## src/rtl/rgb_pwm_fader_pkg.sv

```systemverilog
// Shared types and default parameters for the RGB PWM fader.
package rgb_pwm_pkg;

  typedef enum logic [1:0] {
    IDLE,
    FADE_OUT,
    LOAD,
    FADE_IN
  } fade_state_e;

  typedef logic [2:0] color_t;

  localparam int DEF_PWM_BITS   = 8;
  localparam int DEF_PWM_DIV    = 16;
  localparam int DEF_FADE_TICKS = 4;

endpackage

```

## src/rtl/rgb_pwm_fader_if.sv

```systemverilog
// Colour-code handshake between the upstream sequencer and the fader.
interface rgb_pwm_fader_if;
  import rgb_pwm_pkg::*;

  logic   color_valid;
  color_t color;
  logic   color_ready;

  modport master (output color_valid, output color, input color_ready);
  modport slave  (input color_valid, input color, output color_ready);
endinterface

```

## src/rtl/rgb_pwm_fader_timebase.sv

```systemverilog
// Free-running PWM timebase: prescaler followed by the PWM step counter.
// period_tick is high during the cycle whose closing edge wraps pwm_cnt.
module pwm_timebase #(
  parameter int PWM_BITS = 8,
  parameter int PWM_DIV  = 16
) (
  input  logic                clk,
  input  logic                rst,
  output logic [PWM_BITS-1:0] pwm_cnt,
  output logic                period_tick
);

  localparam int PRE_W = (PWM_DIV > 1) ? $clog2(PWM_DIV) : 1;
  localparam logic [PRE_W-1:0] PRE_LAST = PRE_W'(PWM_DIV - 1);

  logic [PRE_W-1:0] prescaler;
  logic             pre_wrap;

  assign pre_wrap    = (prescaler == PRE_LAST);
  assign period_tick = pre_wrap && (pwm_cnt == '1);

  // Prescaler counts 0..PWM_DIV-1; pwm_cnt advances on each prescaler wrap.
  always_ff @(posedge clk or posedge rst) begin
    if (rst) begin
      prescaler <= '0;
      pwm_cnt   <= '0;
    end else begin
      prescaler <= pre_wrap ? '0 : prescaler + 1'b1;
      if (pre_wrap) pwm_cnt <= pwm_cnt + 1'b1;
    end
  end

endmodule

```

## src/rtl/rgb_pwm_fader.sv

```systemverilog
// rgb_pwm_fader: accepts a 3-bit colour code and cross-fades the two LEDs to
// it (fade out, swap colour, fade in). LED 0 shows the colour, LED 1 its
// complement, both at the same PWM brightness.
// Build option RGB_PWM_GAMMA_EN: quadratic duty curve; undefined -> linear.
module rgb_pwm_fader
  import rgb_pwm_pkg::*;
#(
  parameter int PWM_BITS   = DEF_PWM_BITS,
  parameter int PWM_DIV    = DEF_PWM_DIV,
  parameter int FADE_TICKS = DEF_FADE_TICKS
) (
  input  logic           clk,
  input  logic           rst,
  rgb_pwm_fader_if.slave color_if,
  output color_t         rgb_3bits_0,
  output color_t         rgb_3bits_1,
  output logic           busy
);

  localparam int FC_W = (FADE_TICKS > 1) ? $clog2(FADE_TICKS) : 1;
  localparam logic [FC_W-1:0]     FC_LAST   = FC_W'(FADE_TICKS - 1);
  localparam logic [PWM_BITS-1:0] LEVEL_MAX = '1;
  localparam logic [PWM_BITS-1:0] LEVEL_ONE = PWM_BITS'(1);

  fade_state_e         state, state_nxt;
  logic [PWM_BITS-1:0] level, level_nxt;
  color_t              cur_color, cur_color_nxt;
  color_t              pending, pending_nxt;
  logic [FC_W-1:0]     fade_cnt, fade_cnt_nxt;

  logic [PWM_BITS-1:0] pwm_cnt;
  logic [PWM_BITS-1:0] duty;
  logic                period_tick;
  logic                fading;
  logic                fade_step;
  logic                xfer;
  logic                pwm_on;

  pwm_timebase #(
    .PWM_BITS (PWM_BITS),
    .PWM_DIV  (PWM_DIV)
  ) u_timebase (
    .clk         (clk),
    .rst         (rst),
    .pwm_cnt     (pwm_cnt),
    .period_tick (period_tick)
  );

  assign color_if.color_ready = (state == IDLE);
  assign busy      = !color_if.color_ready;
  assign xfer      = color_if.color_valid && color_if.color_ready;
  assign fading    = (state == FADE_OUT) || (state == FADE_IN);
  assign fade_step = fading && period_tick && (fade_cnt == FC_LAST);

`ifdef RGB_PWM_GAMMA_EN
  // (level+1)^2 - 1 keeps both endpoints exact: 0 -> 0 and max -> max.
  logic [2*PWM_BITS-1:0] lvl_p1;
  logic [2*PWM_BITS-1:0] lvl_sq;
  assign lvl_p1 = (2*PWM_BITS)'(level) + 1'b1;
  assign lvl_sq = lvl_p1 * lvl_p1 - 1'b1;
  assign duty   = PWM_BITS'(lvl_sq >> PWM_BITS);
`else
  assign duty = level;
`endif

  assign pwm_on = (duty != '0) && (pwm_cnt <= duty);

  // State, brightness and colour registers.
  always_ff @(posedge clk or posedge rst) begin
    if (rst) begin
      state     <= IDLE;
      level     <= '0;
      cur_color <= '0;
      pending   <= '0;
      fade_cnt  <= '0;
    end else begin
      state     <= state_nxt;
      level     <= level_nxt;
      cur_color <= cur_color_nxt;
      pending   <= pending_nxt;
      fade_cnt  <= fade_cnt_nxt;
    end
  end

  // Next-state logic; level steps are blocked at 0 and at max.
  always_comb begin
    state_nxt     = state;
    level_nxt     = level;
    cur_color_nxt = cur_color;
    pending_nxt   = pending;
    fade_cnt_nxt  = fade_cnt;

    if (fading && period_tick)
      fade_cnt_nxt = (fade_cnt == FC_LAST) ? '0 : fade_cnt + 1'b1;

    case (state)
      IDLE: begin
        if (xfer) begin
          pending_nxt  = color_if.color;
          fade_cnt_nxt = '0;
          state_nxt    = FADE_OUT;
        end
      end
      FADE_OUT: begin
        if (level == '0) begin
          state_nxt = LOAD;
        end else if (fade_step) begin
          level_nxt = level - 1'b1;
          if (level == LEVEL_ONE) state_nxt = LOAD;
        end
      end
      LOAD: begin
        // Level is 0 here, so swapping the colour cannot glitch either LED.
        cur_color_nxt = pending;
        state_nxt     = FADE_IN;
      end
      FADE_IN: begin
        if (level == LEVEL_MAX) begin
          state_nxt = IDLE;
        end else if (fade_step) begin
          level_nxt = level + 1'b1;
          if (level == LEVEL_MAX - LEVEL_ONE) state_nxt = IDLE;
        end
      end
      default: state_nxt = IDLE;
    endcase
  end

  // Registered LED drive: colour and complement gated by the PWM compare.
  always_ff @(posedge clk or posedge rst) begin
    if (rst) begin
      rgb_3bits_0 <= '0;
      rgb_3bits_1 <= '0;
    end else begin
      rgb_3bits_0 <= cur_color & {3{pwm_on}};
      rgb_3bits_1 <= ~cur_color & {3{pwm_on}};
    end
  end

endmodule

```

## src/flat_wrapper.sv

```systemverilog
// flat-port wrapper written by rule: the top's interface ports become plain ports
module rgb_pwm_fader_flat import rgb_pwm_pkg::*;
#(
  parameter int PWM_BITS   = DEF_PWM_BITS,
  parameter int PWM_DIV    = DEF_PWM_DIV,
  parameter int FADE_TICKS = DEF_FADE_TICKS
)
  (clk, rst, rgb_3bits_0, rgb_3bits_1, busy, color_if_color_valid, color_if_color, color_if_color_ready);
  rgb_pwm_fader_if color_if_i ();
  input  logic clk;
  input  logic rst;
  output color_t rgb_3bits_0;
  output color_t rgb_3bits_1;
  output logic busy;
  input wire logic [$bits(color_if_i.color_valid)-1:0] color_if_color_valid;
  input wire logic [$bits(color_if_i.color)-1:0] color_if_color;
  output wire logic [$bits(color_if_i.color_ready)-1:0] color_if_color_ready;
  assign color_if_i.color_valid = color_if_color_valid;
  assign color_if_i.color = color_if_color;
  assign color_if_color_ready = color_if_i.color_ready;
  rgb_pwm_fader #(.PWM_BITS(PWM_BITS), .PWM_DIV(PWM_DIV), .FADE_TICKS(FADE_TICKS)) u_core (.clk(clk), .rst(rst), .color_if(color_if_i), .rgb_3bits_0(rgb_3bits_0), .rgb_3bits_1(rgb_3bits_1), .busy(busy));
endmodule
```

## config.mk

```make
export PLATFORM = sky130hd
export DESIGN_NAME = rgb_pwm_fader_flat
export DESIGN_NICKNAME = d
export VERILOG_FILES = /design/src/rtl/rgb_pwm_fader_pkg.sv /design/src/rtl/rgb_pwm_fader_if.sv /design/src/rtl/rgb_pwm_fader_timebase.sv /design/src/rtl/rgb_pwm_fader.sv /design/src/flat_wrapper.sv
export SDC_FILE = /design/constraint.sdc
export NUM_CORES = 1
export LEC_CHECK = 0
export CAP_MARGIN = 5
export CORE_MARGIN = 1.5
export CORE_UTILIZATION = 50
export DETAILED_ROUTE_END_ITERATION = 8
export MAX_ROUTING_LAYER = met4
export PLACE_DENSITY = 0.73
export SLEW_MARGIN = 5
export SYNTH_ARGS = -nofsm -noshare
export SYNTH_HDL_FRONTEND = slang
export SYNTH_SLANG_ARGS = --single-unit
```

## constraint.sdc

```tcl
create_clock -name clk -period 4.19 [get_ports clk]
set_clock_uncertainty 0.2 [all_clocks]
set_input_delay 1.257 -clock clk [delete_from_list [all_inputs] [get_ports clk]]
set_output_delay 1.257 -clock clk [all_outputs]
set_load 0.005 [all_outputs]
```

======== After elaboration in Yosys (flattened, before gate mapping) ========
Cells that the tools add are included.
word-level totals
  input port bits ......................... 6
  flip-flop bits (word level) ............. 36
  logic and storage cells ................. 68
  output and inout bits ................... 8
operators by class
  $lt $le $gt $ge ......................... 1
  add/sub/neg operators ................... 5
  muxes and demuxes ....................... 18
  equality and inequality tests ........... 18
  bitwise logic cells ..................... 3
  reduce and logical (&&, ||, !) cells .... 14
operators with widths
  operator                                               number
  two-way mux 8 bit                                      4
  equality test 8 bit, second input constant             3
  two-way mux 2 bit                                      11
  adder 8 x 1 -> 8 bit, second input constant            2
  one-hot mux 8 bit (2 select lines)                     1
  AND reduction 5 bit                                    2
  equality test 8 x 1 -> 1 bit, second input constant    1
  less-or-equal comparator 8 bit                         1
  logical NOT 8 bit                                      1
  one-hot mux 2 bit (4 select lines)                     1
  nonzero test 8 bit                                     1
  subtractor 8 x 1 -> 8 bit, second input constant       1
  bitwise AND 3 bit                                      2
  equality test 2 bit, second input constant             3
  inequality test 2 bit, second input constant           3
  inequality test 3 x 2 -> 1 bit, second input constant  2
  inequality test 3 bit, second input constant           2
  logical AND 1 bit                                      5
  adder 4 x 1 -> 4 bit, second input constant            1
  equality test 4 bit, second input constant             1
  two-way mux 4 bit                                      1
  inequality test 2 x 1 -> 1 bit, second input constant  2
  inverter 3 bit                                         1
  adder 2 x 1 -> 2 bit, second input constant            1
  6 further kinds                                        6

======== Longest topological paths before layout ========
  depth in word-level cells ............... 7
  depth in mapped cells ................... 8

======== Modules after synthesis ========
From an unflattened synthesis, not the netlist that was laid out.
second synthesis, totals
  cell total of the unflattened synthesis .. 182
  area, all modules ....................... 1976.9 um^2
modules (own cells, without submodules)
  module         cells an instance  area each (um^2)  times used  sequential area each (um^2)
  rgb_pwm_fader  134                1446.4            1           600.6
  pwm_timebase   48                 530.5             1           300.3

======== Least setup slack after synthesis ========
No wires, ideal clock.
  kind .................................... reg-to-reg
  start ................................... reg u_core.level[2] (netlist: u_core.duty[2])
  end ..................................... reg u_core.state[1]
  period minus slack after synthesis ...... 2.248 ns
  data arrival time ....................... 1.920 ns
  cell stages (with the launch flop) ...... 7
  buffers on the path ..................... 1
  required time ........................... 3.862 ns
  setup slack ............................. 1.942 ns
  setup time .............................. 0.128 ns
  cell sequence ........................... dfrtp_1 buf_6 or4_4 o41ai_2 o2111ai_1 a21oi_2 mux2_1
between the ends
  word-level cells in the longest chain between the ends .. 3
  elaborated cells on any way between the ends .. 12
  classes of those cells .................. 7 x eq/ne; 3 x mux; 2 x reduce/logical
RTL lines
  item                                                                                        RTL line              RTL
  start: declaration                                                                          rgb_pwm_fader.sv:26   logic [PWM_BITS-1:0] level, level_nxt;
  start signal: assignment                                                                    rgb_pwm_fader.sv:78   level <= level_nxt;
  equality test 8 x 1 -> 1 bit, or another cell as far along                                  rgb_pwm_fader.sv:109  if (level == LEVEL_ONE) state_nxt = LOAD;
  inequality test 3 bit (no source line), or another cell as far along                        n/a
  AND reduction 5 bit (no source line) or one-hot mux 2 bit (4 select lines) (tied branches)  n/a
  end signal: assignment                                                                      rgb_pwm_fader.sv:77   state <= state_nxt;
  end: declaration                                                                            rgb_pwm_fader.sv:25   fade_state_e state, state_nxt;
Several ways; a longest one is shown, not always the timed one.
A chain may end at the register's enable or synchronous reset.

======== Final worst setup path ========
  start ................................... reg u_core.state[0]
  end ..................................... out busy
between the ends
  word-level cells in the longest chain between the ends .. 2
RTL lines
  item               RTL line             RTL
  logical NOT 2 bit  rgb_pwm_fader.sv:49  assign color_if.color_ready = (state == IDLE);
  logical NOT 1 bit  rgb_pwm_fader.sv:50  assign busy = !color_if.color_ready;
  end: declaration   flat_wrapper.sv:14   output logic busy;
Every way passes these cells.

==> results by stage <==
Power:
- For this design the ratio of total power to cell area is 290 nW/um2.
- In this run the static leakage power is 0.00105 uW.
- IR analysis of the VDD net gives a maximum drop of 272 uV.

Logic synthesis:
- The number of distinct library cells after synthesis is 39.
- The most area-hungry cell type in the Yosys netlist is dfrtp_1.
- Counting every instance in the synthesized netlist gives 178.
- After synthesis the netlist holds a flip-flop and latch count of 36.
- In the post-synthesis netlist, the biggest area contributors are dfrtp_1 46%, ha_1 12%, xnor2_1 5.3%.
- The post-synthesis net count is 203.
- The mapped cell area is 1970 um2.
- For this run, the register share of the synthesized area comes to 45.7%.
- The share of the synthesized area in the top cell type is 45.7%.
- Each instance of the synthesized netlist takes up on average 11.1 um2.
- For this run, the number of Yosys warnings is 0.

Critical path:
- The worst setup path is launched from a flip-flop.
- Walking the worst path, the cells encountered are inv_1 -> ha_1 -> inv_1 -> clkdlybuf4s50_1.
- The worst-path maximum fanout is 5.
- The data required time of the worst path is 2.73 ns.
- Counting stages on the worst path, the most repeated cell is inv_1.
- The cell at the slowest stage of the critical path is clkdlybuf4s50_1.
- The critical path is of the flip-flop to primary output type.
- For this run, the slowest stage of the critical path takes 0.50 ns.
- At the worst endpoint, the arrival time is 1.62 ns.
- STA classifies the critical path endpoint as a primary output.
- The cell family contributing the most delay on the critical path is buffers and inverters.
- The buffering stage count on the worst path with inverters included is 3.

Clock tree:
- The number of levels in the clock H-tree is 2.
- Clock-pin slew was measured on the worst setup and hold paths at 0.07 ns.
- Once the clock tree was built, the setup fixing pass inserted 0 buffers.
- Post-CTS repair changed the size of 0 cells.
- The number of buffers added by the clock tree synthesis step is 5.
- TritonCTS built the clock tree.
- The number of sinks driven by the clock tree is 36.
- The source-to-sink clock delay at the later pin of the worst-skew pair is 0.28 ns.
- The hold buffer count at CTS is 0.
- The deepest clock path buffer count is 2.
- The buffer cell driving the clock tree root is clkbuf_8.

Drt:
- For this block, the initial DRC count from the detailed router was 69.
- The final routed DRC violation total is 0.
- The via density per instance is 5.43.
- The via count is 1330.
- The iteration count of the initial detailed-routing pass is 4.
- The count of nets left with antenna violations once routing finished came out at 0.
- The per-cell routed wire length is 14.5 um.
- The detailed-route wire length is 3.55 mm.

STA:
- For the pin with the worst max-slew slack, the measured transition is 0.638 ns.
- After layout, the minimum clock period comes to 3.08 ns.
- The final-report max-slew violation count is 0.
- Setup repair after global routing left no endpoint under its margin.
- The smallest hold slack is 0.243 ns.
- The worst pin sits at a relative slew slack of 57.4%.
- The setup TNS after final layout is 0 ns.
- Timing would allow up to 325 MHz.
- The count of final hold-check violations is 0.
- The ratio of final minimum period to clock period is 73.5%.
- The number of setup violations in the final report is 0.

Layout:
- The fraction of layout instances using a drive strength above 1 is 10.2%.
- The growth of design area from synthesis to finish is 14.5%.
- Leaving out fill and tap cells, the most frequent cell in the layout is dfrtp_1.
- At the end of the flow the core is filled with cells to 60.7%.
- In the layout the commonest cells are 36 x dfrtp_1, 19 x ha_1, 16 x inv_1, 13 x nor2_1, 13 x clkdlybuf4s50_1.
- The number of antenna diodes in the final layout is 0.
- In the final design database the tool counted 221 nets.

Floorplanning:
- The die extent in x is 65.8 um.
- The die is 65.8 um tall.
- 14 I/O pins were placed.
- The core outline area is 3720 um2.
- The initial core utilization is 53.0%.
- The initialized floorplan defines 22 standard-cell rows.
- The die covers 4330 um2.

Global route:
- The aggregate global-route resource usage is 18.9%.
- The via count of the first global-routing pass is 1349.
- Entering global routing, the biggest net connects 21 pins.
- The initial antenna violation count is 0.
- After global routing the overflow that remains totals 0.
- The wire length of the first global-routing pass is 6.01 mm.

Placement:
- Buffers placed on the I/O ports in this run total 13.
- The weighted congestion at the end of routability-driven global placement is 0.824.
- The wire-length estimate of the detail-placed layout is 2.82 mm.

Worst hold path:
- The worst hold-check path type is flip-flop to flip-flop.

Status:
- The run finished with clean final reports.

Flow run:
- The max-cap violation count is 0.
## metal layers
layer  GRT usage, %  part of all wire [%]  up-vias
met5              -                     0        -
met4           3.91                  0.87        0
met3           4.09                   3.1        5
met2           31.6                    49       16
met1           23.9                    47      652
li1               -                     -      657
## path summary, 6_finish.rpt
path                                                 startpoint                                       end  slack [ns]  cells past startpoint
worst max-delay path                u_core.state[0]$_DFFE_PP0P_                                      busy        1.11                      4
worst min-delay path            u_core.cur_color[2]$_DFFE_PP0P_           u_core.rgb_3bits_1[2]$_DFF_PP0_        0.24                      1
worst max register to register      u_core.state[1]$_DFFE_PP0P_               u_core.state[1]$_DFFE_PP0P_        1.61                      6
worst min register to register  u_core.cur_color[2]$_DFFE_PP0P_           u_core.rgb_3bits_1[2]$_DFF_PP0_        0.24                      1
max in group asynchronous                                   rst           u_core.rgb_3bits_1[1]$_DFF_PP0_        1.94                      3
min in group asynchronous                                   rst  u_core.u_timebase.pwm_cnt[1]$_DFFE_PP0N_        1.15                      2
## cells in the mapped netlist (all sizes together)
master   count
a211oi       1
a21bo        1
a21o         3
a21oi        5
a221o        1
a221oi       1
a41oi        2
and2         3
and3         5
and4         1
buf          1
clkbuf       2
dfrtp       36
ha          19
inv         16
mux2         7
mux2i        2
nand2       11
nand2b       1
nand3        6
nand4        3
nand4b       1
nor2        13
nor3         2
nor4         2
o2111ai      2
o211ai       1
o21a         1
o21ai        6
o22a         1
o41ai        1
or3          3
or4          1
xnor2       12
xor2         5
## final cells by class
cell class	count	area (um2)
clock inverter	2	35.0
clock buffer	6	72.6
timing repair buffer	14	138
multi-input combinational	123	991
inverter	16	60.1
tap	48	60.1
sequential	36	901
fill	327	1460
## state kept, by name, indices dropped and copies added, names as in the netlist
register,cells
u_core.fade_cnt,2
u_core.u_timebase.prescaler,4
u_core.rgb_3bits_1,3
u_core.cur_color,3
u_core.state,2
u_core.u_timebase.pwm_cnt,8
u_core.rgb_3bits_0,3
u_core.duty,8
u_core.pending,3
## report_power, final
| part | internal, uW | switching, uW | total, uW |
|---|---|---|---|
| logic | 4.72 | 7.46 | 12.2 |
| clock network | 176 | 119 | 296 |
| registers | 347 | 0 | 347 |
## per-stage QoR
step | std cells | setup WS [ns] | power [uW] | instance area, um2
after floorplan | 178 | 1.93 | 359 | 1970
after global placement | 237 | 1.49 | 366 | 2150
after detailed placement | 237 | 1.43 | 367 | 2150
after CTS | 245 | 1.11 | 663 | 2260
after global routing | 245 | 1.08 | 674 | 2260
final | 245 | 1.11 | 655 | 2260
## worst reg2reg max path, cell delays in order, from the launching register on
cell	delay, ns
dfrtp_1	0.39
ha_1	0.41
o211ai_1	0.20
nor4_4	0.55
nand2_1	0.18
a21oi_2	0.22
mux2_1	0.33
## cells by family after synthesis
logic type / synth area share, %
compound gates: 10.7
xor+xnor: 7.56
fa+ha+maj: 12.1
buf+inv: 4.00
flops: 45.7
mux: 5.02
simple gates: 15.0
Power figures use the tool's default switching activity.
